--- src/rtl/fault_ctrl_pkg.sv ---
// Shared state encoding and default parameters for the fault recovery sequencer.
package fault_ctrl_pkg;

    localparam int unsigned STATE_W = 3;

    typedef enum logic [STATE_W-1:0] {
        ST_RUN       = 3'd0,
        ST_FILTER    = 3'd1,
        ST_HALT_WAIT = 3'd2,
        ST_HOLDOFF   = 3'd3,
        ST_RESTART   = 3'd4,
        ST_LOCKOUT   = 3'd5
    } state_e;

    localparam int unsigned DEF_FILTER_CYCLES  = 4;
    localparam int unsigned DEF_HOLDOFF_CYCLES = 16;
    localparam int unsigned DEF_CLEAN_CYCLES   = 64;
    localparam int unsigned DEF_MAX_RETRIES    = 3;
    localparam int unsigned DEF_ACK_TIMEOUT    = 32;
    localparam int unsigned DEF_CNT_W          = 8;

endpackage

--- src/rtl/fault_recovery_ctrl_if.sv ---
// Signals between the fault recovery sequencer and its detector/core environment.
interface fault_recovery_ctrl_if
    import fault_ctrl_pkg::*;
#(
    parameter int unsigned CNT_W = DEF_CNT_W
) ();

    logic               fault_detected;
    logic               core_halted;
    logic               clear_lockout;
    logic               halt_req;
    logic               core_rst;
    logic               lockout;
    logic               irq;
    logic [CNT_W-1:0]   fault_count;
    logic [STATE_W-1:0] state;

    // master is the sequencer side
    modport master (
        input  fault_detected, core_halted, clear_lockout,
        output halt_req, core_rst, lockout, irq, fault_count, state
    );

    modport slave (
        output fault_detected, core_halted, clear_lockout,
        input  halt_req, core_rst, lockout, irq, fault_count, state
    );

endinterface

--- src/rtl/persist_counter.sv ---
// Consecutive-cycle counter: counts enabled cycles with cond high, drops to 0 when cond is low.
// done is a lookahead flag: high on the cycle whose edge brings the count to TERMINAL.
module persist_counter #(
    parameter int unsigned TERMINAL = 4,
    parameter int unsigned CNT_W    = 8
) (
    input  logic clk,
    input  logic reset,
    input  logic enable,
    input  logic clear,
    input  logic cond,
    output logic done
);

    localparam logic [CNT_W-1:0] TERM = CNT_W'(TERMINAL);
    localparam logic [CNT_W-1:0] LAST = CNT_W'(TERMINAL - 1);

    logic [CNT_W-1:0] cnt;

    // saturates at TERMINAL so a stalled caller never sees a wrap
    always_ff @(posedge clk) begin
        if (reset || clear) begin
            cnt <= '0;
        end else if (enable) begin
            if (!cond) begin
                cnt <= '0;
            end else if (cnt < TERM) begin
                cnt <= cnt + CNT_W'(1);
            end
        end
    end

    assign done = enable && cond && (cnt >= LAST);

endmodule

--- src/rtl/fault_recovery_ctrl.sv ---
// Supervisory sequencer: qualifies faults, halts the core, waits for a clean supply,
// restarts the core, and escalates repeated episodes to a software-cleared lockout.
module fault_recovery_ctrl
    import fault_ctrl_pkg::*;
#(
    parameter int unsigned FILTER_CYCLES  = DEF_FILTER_CYCLES,
    parameter int unsigned HOLDOFF_CYCLES = DEF_HOLDOFF_CYCLES,
    parameter int unsigned CLEAN_CYCLES   = DEF_CLEAN_CYCLES,
    parameter int unsigned MAX_RETRIES    = DEF_MAX_RETRIES,
    parameter int unsigned ACK_TIMEOUT    = DEF_ACK_TIMEOUT,
    parameter int unsigned CNT_W          = DEF_CNT_W
) (
    input logic                   clk,
    input logic                   reset,
    fault_recovery_ctrl_if.master bus
);

    state_e           state_q, state_nxt;
    logic [CNT_W-1:0] fault_count_q, fault_count_nxt;
    logic [CNT_W-1:0] retry_q, retry_nxt;
    logic             halt_req_q, halt_req_nxt;
    logic             core_rst_q, core_rst_nxt;
    logic             lockout_q, lockout_nxt;
    logic             irq_q, irq_nxt;

    logic in_filt_win, in_run, in_halt_wait, in_holdoff;
    logic filt_done, clean_done, ack_done, hold_done;

    assign in_run       = (state_q == ST_RUN);
    assign in_filt_win  = (state_q == ST_RUN) || (state_q == ST_FILTER);
    assign in_halt_wait = (state_q == ST_HALT_WAIT);
    assign in_holdoff   = (state_q == ST_HOLDOFF);

    persist_counter #(.TERMINAL(FILTER_CYCLES), .CNT_W(CNT_W)) u_filt (
        .clk(clk), .reset(reset), .enable(in_filt_win), .clear(!in_filt_win),
        .cond(bus.fault_detected), .done(filt_done)
    );

    persist_counter #(.TERMINAL(CLEAN_CYCLES), .CNT_W(CNT_W)) u_clean (
        .clk(clk), .reset(reset), .enable(in_run), .clear(!in_run),
        .cond(!bus.fault_detected), .done(clean_done)
    );

    persist_counter #(.TERMINAL(ACK_TIMEOUT), .CNT_W(CNT_W)) u_ack (
        .clk(clk), .reset(reset), .enable(in_halt_wait), .clear(!in_halt_wait),
        .cond(!bus.core_halted), .done(ack_done)
    );

    persist_counter #(.TERMINAL(HOLDOFF_CYCLES), .CNT_W(CNT_W)) u_hold (
        .clk(clk), .reset(reset), .enable(in_holdoff), .clear(!in_holdoff),
        .cond(!bus.fault_detected), .done(hold_done)
    );

    always_ff @(posedge clk) begin
        if (reset) begin
            state_q       <= ST_RUN;
            fault_count_q <= '0;
            retry_q       <= '0;
            halt_req_q    <= 1'b0;
            core_rst_q    <= 1'b0;
            lockout_q     <= 1'b0;
            irq_q         <= 1'b0;
        end else begin
            state_q       <= state_nxt;
            fault_count_q <= fault_count_nxt;
            retry_q       <= retry_nxt;
            halt_req_q    <= halt_req_nxt;
            core_rst_q    <= core_rst_nxt;
            lockout_q     <= lockout_nxt;
            irq_q         <= irq_nxt;
        end
    end

    // next state, episode bookkeeping and next-cycle outputs
    always_comb begin
        state_nxt       = state_q;
        retry_nxt       = retry_q;
        fault_count_nxt = fault_count_q;

        case (state_q)
            ST_RUN: begin
                if (filt_done) begin
                    state_nxt = ST_HALT_WAIT;
                end else if (bus.fault_detected) begin
                    state_nxt = ST_FILTER;
                end
                if (clean_done) begin
                    retry_nxt = '0;
                end
            end
            ST_FILTER: begin
                if (!bus.fault_detected) begin
                    state_nxt = ST_RUN;
                end else if (filt_done) begin
                    state_nxt = ST_HALT_WAIT;
                end
            end
            ST_HALT_WAIT: begin
                // an ack on the timeout cycle still counts as an ack
                if (bus.core_halted) begin
                    state_nxt = (retry_q > CNT_W'(MAX_RETRIES)) ? ST_LOCKOUT : ST_HOLDOFF;
                end else if (ack_done) begin
                    state_nxt = ST_LOCKOUT;
                end
            end
            ST_HOLDOFF: begin
                if (hold_done) begin
                    state_nxt = ST_RESTART;
                end
            end
            ST_RESTART: begin
                state_nxt = ST_RUN;
            end
            ST_LOCKOUT: begin
                if (bus.clear_lockout && !bus.fault_detected) begin
                    state_nxt = ST_RESTART;
                    retry_nxt = '0;
                end
            end
            default: begin
                state_nxt = ST_RUN;
            end
        endcase

        if ((state_nxt == ST_HALT_WAIT) && (state_q != ST_HALT_WAIT)) begin
            if (fault_count_q != '1) begin
                fault_count_nxt = fault_count_q + CNT_W'(1);
            end
            if (retry_nxt != '1) begin
                retry_nxt = retry_nxt + CNT_W'(1);
            end
        end

        halt_req_nxt = (state_nxt != ST_RUN) && (state_nxt != ST_FILTER);
        core_rst_nxt = (state_nxt == ST_RESTART);
        lockout_nxt  = (state_nxt == ST_LOCKOUT);
        irq_nxt      = (state_nxt != state_q) &&
                       ((state_nxt == ST_HALT_WAIT) || (state_nxt == ST_LOCKOUT));
    end

    assign bus.state       = state_q;
    assign bus.fault_count = fault_count_q;
    assign bus.halt_req    = halt_req_q;
    assign bus.core_rst    = core_rst_q;
    assign bus.lockout     = lockout_q;
    assign bus.irq         = irq_q;

endmodule

--- src/flat_wrapper.sv ---
// flat-port wrapper written by rule: the top's interface ports become plain ports
module fault_recovery_ctrl_flat import fault_ctrl_pkg::*;
#(
    parameter int unsigned FILTER_CYCLES  = DEF_FILTER_CYCLES,
    parameter int unsigned HOLDOFF_CYCLES = DEF_HOLDOFF_CYCLES,
    parameter int unsigned CLEAN_CYCLES   = DEF_CLEAN_CYCLES,
    parameter int unsigned MAX_RETRIES    = DEF_MAX_RETRIES,
    parameter int unsigned ACK_TIMEOUT    = DEF_ACK_TIMEOUT,
    parameter int unsigned CNT_W          = DEF_CNT_W
)
  (clk, reset, bus_fault_detected, bus_core_halted, bus_clear_lockout, bus_halt_req, bus_core_rst, bus_lockout, bus_irq, bus_fault_count, bus_state);
  fault_recovery_ctrl_if #(.CNT_W(CNT_W)) bus_i ();
  input logic clk;
  input logic reset;
  input wire logic [$bits(bus_i.fault_detected)-1:0] bus_fault_detected;
  input wire logic [$bits(bus_i.core_halted)-1:0] bus_core_halted;
  input wire logic [$bits(bus_i.clear_lockout)-1:0] bus_clear_lockout;
  output wire logic [$bits(bus_i.halt_req)-1:0] bus_halt_req;
  output wire logic [$bits(bus_i.core_rst)-1:0] bus_core_rst;
  output wire logic [$bits(bus_i.lockout)-1:0] bus_lockout;
  output wire logic [$bits(bus_i.irq)-1:0] bus_irq;
  output wire logic [$bits(bus_i.fault_count)-1:0] bus_fault_count;
  output wire logic [$bits(bus_i.state)-1:0] bus_state;
  assign bus_i.fault_detected = bus_fault_detected;
  assign bus_i.core_halted = bus_core_halted;
  assign bus_i.clear_lockout = bus_clear_lockout;
  assign bus_halt_req = bus_i.halt_req;
  assign bus_core_rst = bus_i.core_rst;
  assign bus_lockout = bus_i.lockout;
  assign bus_irq = bus_i.irq;
  assign bus_fault_count = bus_i.fault_count;
  assign bus_state = bus_i.state;
  fault_recovery_ctrl #(.FILTER_CYCLES(FILTER_CYCLES), .HOLDOFF_CYCLES(HOLDOFF_CYCLES), .CLEAN_CYCLES(CLEAN_CYCLES), .MAX_RETRIES(MAX_RETRIES), .ACK_TIMEOUT(ACK_TIMEOUT), .CNT_W(CNT_W)) u_core (.clk(clk), .reset(reset), .bus(bus_i));
endmodule
--- config.mk ---
export PLATFORM = sky130hd
export DESIGN_NAME = fault_recovery_ctrl_flat
export DESIGN_NICKNAME = d
export VERILOG_FILES = /design/src/rtl/fault_ctrl_pkg.sv /design/src/rtl/fault_recovery_ctrl_if.sv /design/src/rtl/persist_counter.sv /design/src/rtl/fault_recovery_ctrl.sv /design/src/flat_wrapper.sv
export SDC_FILE = /design/constraint.sdc
export NUM_CORES = 1
export LEC_CHECK = 0
export ABC_AREA = 0
export BUFFER_PORTS_ARGS = -buffer_cell sky130_fd_sc_hd__clkbuf_2
export CORE_UTILIZATION = 53
export DETAILED_ROUTE_END_ITERATION = 12
export GPL_TIMING_DRIVEN = 0
export HOLD_SLACK_MARGIN = 0.12
export PLACE_DENSITY = 0.73
export SYNTH_ARGS = -nofsm -noshare
export SYNTH_HDL_FRONTEND = slang
export SYNTH_HIERARCHICAL = 1
export SYNTH_SLANG_ARGS = --single-unit
--- constraint.sdc ---
create_clock -name clk -period 7.9 [get_ports clk]
set_input_delay 0.395 -clock clk [delete_from_list [all_inputs] [get_ports clk]]
set_output_delay 0.395 -clock clk [all_outputs]
set_load 0.01 [all_outputs]
# Yosys cells after proc, flatten, opt, wreduce, memory -nomap -nowiden

Index checks and enable logic that the tools add are counted.

Input port bits: 5
Word-level logic and storage cells: 96
Bits in registers: 55
Output and inout port bits: 15

Magnitude comparators: 9
Add/sub/neg operators: 6
Eq/ne operators: 13
Reduce and logical (&&, ||, !) cells: 34
Multiplexer cells: 23

Operators with widths:

| cell                  | number |
|---|---|
| $mux W8               | 12 |
| $add A8 B1 Y8 const B | 6 |
| $mux W3               | 9 |
| $ne A8 B8 Y1 const B  | 2 |
| $pmux W8 S2           | 1 |
| $pmux W3 S5           | 1 |
| $logic_and A1 B1 Y1   | 12 |
| $reduce_and A2 Y1     | 5 |
| $eq A3 B2 Y1 const B  | 3 |
| $eq A3 B3 Y1 const B  | 3 |
| $ge A8 B2 Y1 const B  | 1 |
| $ge A8 B4 Y1 const B  | 1 |
| $ge A8 B5 Y1 const B  | 1 |
| $ge A8 B6 Y1 const B  | 1 |
| $gt A8 B2 Y1 const B  | 1 |
| $lt A8 B3 Y1 const B  | 1 |
| $lt A8 B5 Y1 const B  | 1 |
| $lt A8 B6 Y1 const B  | 1 |
| $lt A8 B7 Y1 const B  | 1 |
| $logic_not A1 Y1      | 6 |
| $logic_or A1 B1 Y1    | 6 |
| $reduce_bool A2 Y1    | 3 |
| $eq A3 B1 Y1 const B  | 1 |
| $logic_not A3 Y1      | 1 |
| other kinds (5)       | 5 |

# Longest topological paths before layout

Gate-level depths: netlist (run 1).

Word-level depth: 10
Depth in mapped cells: 12
Mapped depth without buffers: 12

# By module

The synthesis (run 1) kept the hierarchy.

Modules (own cells, without submodules):

| module                            | instances | sequential area each (um^2) | cells each | area an instance (um^2) |
|---|---|---|---|---|
| fault_recovery_ctrl               | 1         | 460.4                       | 149        | 1342.5 |
| persist_counter at u_core.u_clean | 1         | 160.2                       | 45         | 390.4 |
| persist_counter at u_core.u_ack   | 1         | 160.2                       | 41         | 359.1 |
| persist_counter at u_core.u_hold  | 1         | 160.2                       | 39         | 349.1 |
| persist_counter at u_core.u_filt  | 1         | 160.2                       | 32         | 331.6 |

# Least setup slack after synthesis (run 1)

OpenSTA, ideal clock, no wires.

Path kind: flip-flop to flip-flop
From: register u_core.state_q[1], in the netlist u_core/bus.state[1]
To: register u_core.retry_q[1]
Stages on the path, launching flop included: 13
Data required time: 7784 ps
Buffers on the path: 1
Period minus slack after synthesis: 2735 ps
Arrival time: 2619 ps
Setup time: 116 ps
Slack: 5165 ps
Path through: dfxtp_1 buf_4 or3_1 inv_1 o311a_2 nor3b_1 o21ai_1 and2_1 ha_1 and4_1 a31oi_1 nor3b_1 a31o_2

Elaborated cells on any way between the ends: 32
Classes of those cells: 1 x add/sub; 7 x eq/ne; 13 x mux; 11 x reduce/logical

RTL lines:

| what                                                 | line                                                   | text |
|---|---|---|
| start: declaration                                   | fault_recovery_ctrl.sv:18                              | `state_e state_q, state_nxt;` |
| start signal: assignment                             | fault_recovery_ctrl.sv:64                              | `state_q <= state_nxt;` |
| $logic_not A3 Y1 *                                   | fault_recovery_ctrl.sv:29                              | `assign in_run = (state_q == ST_RUN);` |
| net u_core.in_run                                    | fault_recovery_ctrl.sv:26                              | `logic in_filt_win, in_run, in_halt_wait, in_holdoff;` |
| $logic_and A1 B1 Y1 * (2 in a row)                   | persist_counter.sv:33                                  | `assign done = enable && cond && (cnt >= LAST);` |
| net u_core.clean_done                                | fault_recovery_ctrl.sv:27                              | `logic filt_done, clean_done, ack_done, hold_done;` |
| $mux W8 *                                            | fault_recovery_ctrl.sv:87                              | `if (clean_done) begin` |
| $pmux W8 S2 *                                        | fault_recovery_ctrl.sv:80                              | `case (state_q)` |
| $add A8 B1 Y8 / $ne A8 B8 Y1 (equally long branches) | fault_recovery_ctrl.sv:130, fault_recovery_ctrl.sv:129 |  |
| $mux W8                                              | fault_recovery_ctrl.sv:129                             | `if (retry_nxt != '1) begin` |
| $mux W8 *                                            | fault_recovery_ctrl.sv:125                             | `if ((state_nxt == ST_HALT_WAIT) && (state_q != ST_HALT_WAIT)) begin` |
| end signal: assignment                               | fault_recovery_ctrl.sv:66                              | `retry_q <= retry_nxt;` |
| end: declaration                                     | fault_recovery_ctrl.sv:20                              | `logic [CNT_W-1:0] retry_q, retry_nxt;` |

The timed path passes the listed nets; every way through them passes the cells marked *.
A chain may end at the register's enable or synchronous reset.

# Worst setup path after layout (run 1)

Ends and elaborated chain as after synthesis.

==> results by group, run 1 <==
Worst hold path
  – Class of the worst hold path: in2reg

GRT
  – Antenna violations before repair: 0
  – Total GRT Usage: between 20% and 30%
  – Vias in the first global route: 2023
  – Global route overflow: 0
  – First-pass GRT wire length: between 8 and 9 mm
  – Largest net degree at the start of global routing: 15

Power and ir drop
  – VDD IR max: 0.0000969 V
  – PwrDens: ~150 nW/um^2
  – Leakage: roughly 1.1 nW
  – Tot Pwr: 0.000447 W

Clock network
  – Post-CTS setup buffer count: 0
  – Post-CTS resize count: 0
  – CTS Buf Count: 5
  – CTS Hold Buffers Added: 0
  – Worst-path clk slew: roughly 80 ps
  – CTS max path bufs: 2
  – Total number of H-tree levels: 2
  – Clk_lat worst skew: roughly 290 ps
  – TritonCTS Sinks: 55
  – CTS tree: yes
  – Clk root buf: clkbuf_8

Floorplan
  – Die area: between 5000 and 6000 um^2
  – Total core area: about 4900 um^2
  – Die Ht: roughly 74 um
  – IO Pins: 20
  – # rows: 25
  – Die Wd: approximately 74 um
  – Initial Utilization: 56.8%

STA
  – Fmax: roughly 0.33 GHz
  – Post-route setup TNS: 0 ps
  – Final setup viols: 0
  – Slew headroom: 60.2%
  – Final hold violation count: 0
  – Final Cycle Share: between 30% and 40%
  – Worst Skew: ~5.4 ps
  – Setup WS post-layout: about 4900 ps
  – Final slew viol count: 0
  – Slew @ Worst Pin: between 500 and 600 ps
  – Tmin final: between 3000 and 4000 ps
  – Unrepaired setup endpoints after global routing: false

Layout
  – Antenna diodes: 0
  – Final design utilization: between 60% and 70%
  – Final net count: 343
  – Synth-to-layout area growth: 9.07%
  – Share of cells above drive strength 1: between 10% and 20%

Place
  – DP Worst Slack: a little under 5000 ps
  – RePlAce Congestion: approximately 0.77
  – DP HPWL: 3.86 mm
  – Port bufs: 19

Route
  – Drt initial violations: 85
  – # DRC: 0
  – ANT nets after route: 0
  – Via-per-instance ratio: approximately 5.7
  – DRT Pass-1 Iters: 4
  – Vias: approximately 2300
  – WL per Instance: between 10 and 15 um
  – Total wire length: between 5 and 6 mm

Setup path
  – CP endpoint kind: flop
  – Critical path arrival: roughly 3200 ps
  – Critical Path Source Type: flop
  – Family with the most delay on the worst path: simple AND/OR/NAND/NOR gates
  – Data required, critical path: approximately 8000 ps
  – CP max-delay cell: or3_1
  – Top cell by count, worst path: nor3b_1
  – Crit path largest cell delay: slightly below 400 ps
  – CP Class: reg2reg
  – Worst Path Max Fanout: 10
  – Cells along the critical path: buf_4 -> or3_1 -> inv_1 -> o311a_2 -> nor3b_1 -> o21ai_1 -> and2_1 -> ha_1 -> and4_1 -> a31oi_1 -> nor3b_1 -> a31o_2
  – Crit path buf inv count: 2

Synthesis
  – Largest family of logic cells by synthesized area: simple AND/OR/NAND/NOR gates
  – Ys async rst share: 0%
  – Post-synth EDFFs: 0
  – Avg Inst Size Synth: just over 9 um^2
  – Synth area leader: dfxtp_1
  – Post-synthesis xor/xnor area fraction: between 3 and 4%
  – Synth Area in Compound Gates: between 20 and 25%
  – Yosys top cell area share: 39.7%
  – Synth unique cells: 71
  – YS warnings: 6
  – Post-Synthesis Cells: ~310
  – Simple-gate share of the synthesized area: between 20% and 30%
  – Syn nets: 317
  – Mux contribution to synthesized area: less than 1%
  – Dominant cells by area after synthesis: dfxtp_1 40%, nor2_1 4.1%, a21oi_1 3.6%
  – Synth Flop Type: dfxtp_1
  – Sequential fraction of the synthesis area: between 30% and 40%
  – Register bit count reported by yosys: 55
  – Adder-Cell Fraction of Synth Area: approximately 2.7%
  – Synthesized cell area: ~2800 um^2

Run
  – Max-Cap Viols: 0

Run status
  – Status: finished, final reports clean
==> worst paths after layout <==
check	from	endpoint	slack, ps	cells past startpoint
hold reg to reg	u_core/u_filt/cnt[5]	u_core/u_filt/cnt[5]	480	1
hold / removal	reset	u_core/bus.fault_count[7]	430	2
setup / recovery	u_core/bus.state[1]	u_core/retry_q[1]	4850	12
setup reg to reg	u_core/bus.state[1]	u_core/retry_q[1]	4850	12
==> cells in the mapped netlist, types with 2 or more instances <==
library cell and number:
nor4_1 5, nor3_1 7, nand2_1 19, dfxtp_1 55, o31ai_1 3, or4_1 3, a41oi_1 2, or2_2 3
a311oi_1 2, a2111oi_4 2, buf_6 2, ha_1 6, inv_1 16, o21ai_1 5, and3_1 6, a211oi_1 3
nand2b_1 4, and4_1 2, xnor2_1 8, o311a_1 2, o21a_1 6, a21oi_1 20, a31oi_1 7, or4_4 2
o21ai_0 10, nand3b_1 2, or3_1 8, o31a_1 2, xor2_1 2, nor3b_1 3, and2_1 10, nor2_1 30
nand4_1 5, nand3_1 7
==> cell usage in the layout, fill, tap and decap left out, types with 7 or more instances in the layout <==
master / netlist / routed
inv_1: 16 / 16
a31oi_1: 7 / 7
nor2_1: 30 / 30
and2_1: 10 / 10
nand3_1: 7 / 7
a21oi_1: 20 / 20
o21ai_0: 10 / 10
dfxtp_1: 55 / 55
clkbuf_2: 0 / 19
nand2_1: 19 / 19
or3_1: 8 / 8
nor3_1: 7 / 7
xnor2_1: 8 / 8
==> where the power goes <==
part / internal [W] / total (W) / switching, W
logic: 0.0000104 / 0.0000265 / 0.0000161
clock network: 0.0000593 / 0.000139 / 0.0000799
registers: 0.000279 / 0.000281 / 0.00000195
total: 0.000349 / 0.000447 / 0.0000980
==> through the flow <==
stage / hold WS, ps / instance area, um^2 / instances
floorplan: 445 / 2770 / 306
global placement: 460 / 2950 / 392
detailed placement: 460 / 2950 / 392
CTS: 426 / 3020 / 398
global route: 445 / 3020 / 398
finish: 433 / 3020 / 398
==> cell type report <==
cell class                 instances  area [um^2]
buffer                             4         33.8
clock buffer                       6         72.6
fill                             466         1860
inverter                          17         66.3
multi-input combinational        230         1570
sequential                        55         1100
tap                               67         83.8
timing repair buffer              19         95.1
==> state kept, by name, indices dropped and copies added (netlist names) <==
signal,count
u_core/bus.core_rst,1
u_core/u_filt/cnt,8
u_core/bus.state,3
u_core/u_clean/cnt,8
u_core/bus.halt_req,1
u_core/u_hold/cnt,8
u_core/bus.fault_count,8
u_core/bus.lockout,1
u_core/bus.irq,1
u_core/retry_q,8
u_core/u_ack/cnt,8
==> cell families (layout without fill, tap and decap cells) <==
| kind of cell | count (synthesis) | count (layout) |
|---|---|---|
| simple gates | 137 | 137 |
| compound gates | 76 | 76 |
| flops | 55 | 55 |
| buf+inv | 21 | 46 |
| xor+xnor | 10 | 10 |
| fa+ha+maj | 6 | 6 |
| mux | 1 | 1 |
==> metal layers <==
metal	vias up	GRT usage [%]	wire length [um]
li1	1184	-	-
met1	1065	26.3	2600
met4	0	7.13	58
met2	26	32.7	2390
met5	-	0	0
met3	7	4.07	134
(Power assumes the default switching activity.)
==> run 2: changes to the inputs <==
--- a/config.mk
+++ b/config.mk
@@ -5,7 +5,7 @@
 export SDC_FILE = /design/constraint.sdc
 export NUM_CORES = 1
 export LEC_CHECK = 0
-export ABC_AREA = 0
+export ABC_AREA = 1
 export BUFFER_PORTS_ARGS = -buffer_cell sky130_fd_sc_hd__clkbuf_2
 export CORE_UTILIZATION = 53
 export DETAILED_ROUTE_END_ITERATION = 12
==> constraint.sdc (replaced) <==
create_clock -name clk -period 2.9 [get_ports clk]
set_input_delay 0.145 -clock clk [delete_from_list [all_inputs] [get_ports clk]]
set_output_delay 0.145 -clock clk [all_outputs]
set_load 0.01 [all_outputs]
==> run 2 against run 1 <==
Sequential share of layout area is 2.2 points lower. Synthesized area grew 4.6%. Clock power rose to 4.2 times the previous value. Non-clock buffer count stayed put. Critical path depth grew 7. Critical path type unchanged. Cell count grew 29%. Synthesized cell count rose by 37%. Flip-flop and latch count did not move. Total power rose to 3.2 times the previous value. Clock skew increased by 5.5 ps. Sequential power grew to 2.7 times the previous value. Largest power group unchanged.
==> results by group, run 2 <==
GRT
  – Top Usage Layer GRT: met2 (unchanged)
  – Global route overflow: 0 (unchanged)
  – First-pass GRT wire length: 9.50 mm (was 8.66 mm)
  – Antenna violations before repair: 0 (unchanged)
  – Met1 Usage GRT: 23.3% (was 26.3%)
  – Met2 usage: 36.5% (was 32.7%)
  – Largest net degree at the start of global routing: 17 (was 15)
  – Total GRT Usage: 19.8% (was 20.0%)
  – Vias in the first global route: 2328 (was 2023)
  – Global Route met3 Usage: 3.47% (was 4.07%)

Route
  – Total wire length: 5.44 mm (was 5.18 mm)
  – DRT Pass-1 Iters: 5 (was 4)
  – # DRC: 0 (unchanged)
  – Via-per-instance ratio: 4.94 (was 5.73)
  – Vias: 2542 (was 2282)
  – Drt initial violations: 89 (was 85)
  – WL per Instance: 10.6 um (was 13.0 um)
  – ANT nets after route: 0 (unchanged)

Place
  – RePlAce Congestion: 0.758 (was 0.775)
  – Port bufs: 19 (unchanged)
  – DP HPWL: 4.09 mm (was 3.86 mm)
  – Cells after DPL: 507 (was 392)

Synthesis
  – Avg Inst Size Synth: 6.94 um^2 (was 9.06 um^2)
  – Synth area leader: dfxtp_1 (unchanged)
  – Syn nets: 429 (was 317)
  – Yosys top cell area share: 38.0% (was 39.7%)
  – Synth unique cells: 31 (was 71)
  – Synth Flop Type: dfxtp_1 (unchanged)
  – Ys async rst share: 0% (unchanged)
  – Synthesized cell area: 2900 um^2 (was 2770 um^2)
  – Register bit count reported by yosys: 55 (unchanged)
  – Post-Synthesis Cells: 418 (was 306)
  – List of most frequent post-synthesis cells: 91 x nand2_1, 61 x inv_1, 58 x nor2_1, 55 x dfxtp_1, 28 x nand3_1 (was 55 x dfxtp_1, 30 x nor2_1, 20 x a21oi_1, 19 x nand2_1, 16 x inv_1)
  – Dominant cells by area after synthesis: dfxtp_1 38%, nand2_1 12%, inv_1 7.9% (was dfxtp_1 40%, nor2_1 4.1%, a21oi_1 3.6%)
  – Post-synth EDFFs: 0 (unchanged)
  – YS warnings: 6 (unchanged)
  – Most common cell in the netlist: nand2_1 (was dfxtp_1)
  – Sequential fraction of the synthesis area: 38.0% (was 39.7%)

Floorplan
  – Die Ht: 76.0 um (was 74.3 um)
  – Total core area: 5170 um^2 (was 4880 um^2)
  – Die area: 5770 um^2 (was 5520 um^2)
  – Die Wd: 76.0 um (was 74.3 um)
  – IO Pins: 20 (unchanged)
  – Initial Utilization: 56.1% (was 56.8%)
  – # rows: 26 (was 25)

Clock network
  – CTS Buf Count: 5 (unchanged)
  – Clk_lat worst skew: 300 ps (was 290 ps)
  – Total number of H-tree levels: 2 (unchanged)
  – Worst-path clk slew: 100 ps (was 80 ps)
  – CTS tree: yes (unchanged)
  – CTS Hold Buffers Added: 0 (unchanged)
  – Post-CTS resize count: 0 (unchanged)
  – Post-CTS setup buffer count: 0 (unchanged)
  – CTS max path bufs: 2 (unchanged)
  – Clk root buf: clkbuf_8 (unchanged)
  – TritonCTS Sinks: 55 (unchanged)

Setup path
  – Cells along the critical path: nor2_4 -> nand2_2 -> inv_1 -> inv_1 -> nor2_1 -> nand3_1 -> nand2_1 -> nand2_2 -> buf_6 -> inv_1 -> nor2_1 -> ha_1 -> nand2_1 -> nor2_4 -> nand2_4 -> nand3_1 -> nand2_1 -> nand2_1 -> nor2_2 (was buf_4 -> or3_1 -> inv_1 -> o311a_2 -> nor3b_1 -> o21ai_1 -> and2_1 -> ha_1 -> and4_1 -> a31oi_1 -> nor3b_1 -> a31o_2)
  – Top cell by count, worst path: nand2_1 (was nor3b_1)
  – CP endpoint kind: flop (unchanged)
  – Family with the most delay on the worst path: simple AND/OR/NAND/NOR gates (unchanged)
  – Critical Path Source Type: flop (unchanged)
  – CP max-delay cell: dfxtp_1 (was or3_1)
  – Crit path largest cell delay: 540 ps (was 390 ps)
  – Critical path arrival: 2730 ps (was 3240 ps)
  – Data required, critical path: 3090 ps (was 8090 ps)
  – Crit path buf inv count: 4 (was 2)
  – Worst Path Max Fanout: 10 (unchanged)
  – CP Class: reg2reg (unchanged)

Layout
  – Synth-to-layout area growth: 11.0% (was 9.07%)
  – Share of cells above drive strength 1: 17.8% (was 16.6%)
  – Finished Layout Cells: 515 (was 398)
  – Fill cells: 473 (was 466)
  – Commonest non-fill, non-tap cell in the layout: nand2_1 (was dfxtp_1)
  – Commonest cells after routing, fill and taps aside: 91 x nand2_1, 61 x inv_1, 58 x nor2_1 (was 55 x dfxtp_1, 30 x nor2_1, 20 x a21oi_1)
  – Final net count: 455 (was 343)
  – Antenna diodes: 0 (unchanged)

Power and ir drop
  – VDD IR max: 0.000301 V (was 0.0000969 V)
  – Switching Share: 20.7% (was 21.9%)
  – Tot Pwr: 0.00142 W (was 0.000447 W)
  – Int Pwr: 0.00113 W (was 0.000349 W)
  – Gate power share: 4.7% (was 5.9%)
  – Seq pwr share: 53.9% (was 62.9%)
  – PwrDens: 441 nW/um^2 (was 148 nW/um^2)
  – Switching power: 0.000294 W (was 0.0000980 W)
  – Leakage: 1.48 nW (was 1.13 nW)
  – Clock power frac: 41.4% (was 31.1%)

STA
  – Post-route setup TNS: 0 ps (unchanged)
  – Worst Skew: 10.9 ps (was 5.44 ps)
  – Unrepaired setup endpoints after global routing: false (unchanged)
  – Final setup viols: 0 (unchanged)
  – Final slew viol count: 0 (unchanged)
  – Final hold violation count: 0 (unchanged)
  – Slew @ Worst Pin: 522 ps (was 591 ps)
  – Fmax: 0.395 GHz (was 0.328 GHz)
  – Final Cycle Share: 87.4% (was 38.6%)
  – Slew headroom: 65.2% (was 60.2%)
  – Tmin final: 2530 ps (was 3050 ps)

Run
  – Max-Cap Viols: 0 (unchanged)

Worst hold path
  – Class of the worst hold path: in2reg (unchanged)

Run status
  – Status: finished, final reports clean (unchanged)
==> run 2: cell types whose count changed after synthesis, moves of 7 or more <==
cell     before  now
or3_1         8    0
a31oi_1       7    0
inv_1        16   61
nand2_1      19   91
nand3_1       7   28
nand2_2       1    9
and2_1       10    0
nor2_1       30   58
xnor2_1       8    0
nor2_2        0   13
nand2_4       0    7
==> run 2: worst paths after layout <==
kind                       startpoint                    end  slack (ps)  cells past startpoint
setup / recovery  u_core/bus.state[1]      u_core/retry_q[5]         370                     19
hold / removal                  reset  u_core/u_clean/cnt[7]         120                      2
setup reg to reg  u_core/bus.state[1]      u_core/retry_q[5]         370                     19
hold reg to reg   u_core/u_ack/cnt[6]    u_core/u_ack/cnt[6]         450                      2
==> run 2: cell families after synthesis <==
group           synth area share [%]
fa+ha+maj                       2.59
xor+xnor                       0.302
buf+inv                         9.58
compound gates                  9.75
flops                           38.0
simple gates                    39.8
==> run 2: final cells by class <==
class | instances | area [um^2] | area share (%)
clock inverters | 2 | 60.1 | 1.86
multi-input cells | 293 | 1530 | 47.4
flip-flops and latches | 55 | 1100 | 34.2
well taps | 70 | 87.6 | 2.72
repair buffers | 19 | 95.1 | 2.95
clock buffers | 6 | 72.6 | 2.25
plain buffers | 4 | 27.5 | 0.855
inverters | 66 | 250 | 7.77
==> run 2: power by group through the flow <==
stage / Combinational, W / Sequential (W) / Clock, W
finish: 0.0000665 / 0.000765 / 0.000588
global route: 0.0000756 / 0.000766 / 0.000628
CTS: 0.0000674 / 0.000765 / 0.000600
detailed placement: 0.0000670 / 0.000783 / 0
global placement: 0.0000654 / 0.000782 / 0
floorplan: 0.0000483 / 0.000782 / 0
==> run 2: metal layers <==
metal | up-vias | routed length (um) | part of all wire [%]
li1 | 1369 | - | -
met4 | 0 | 37 | 0.68
met2 | 39 | 2610 | 48
met5 | - | 0 | 0
met3 | 4 | 209 | 3.8
met1 | 1130 | 2590 | 48
==> run 2: metrics by stage <==
stage          utilization, %  hold slack [ps]  setup WS (ps)  cell area, um^2
6_report                 62.3              125            366             3220
4_1_cts                  62.2              121            261             3220
3_3_place_gp             59.6              437            293             3080
5_1_grt                  62.3              140           87.2             3220
3_5_place_dp             59.6              440            281             3080
2_1_floorplan               -              222            590             2900
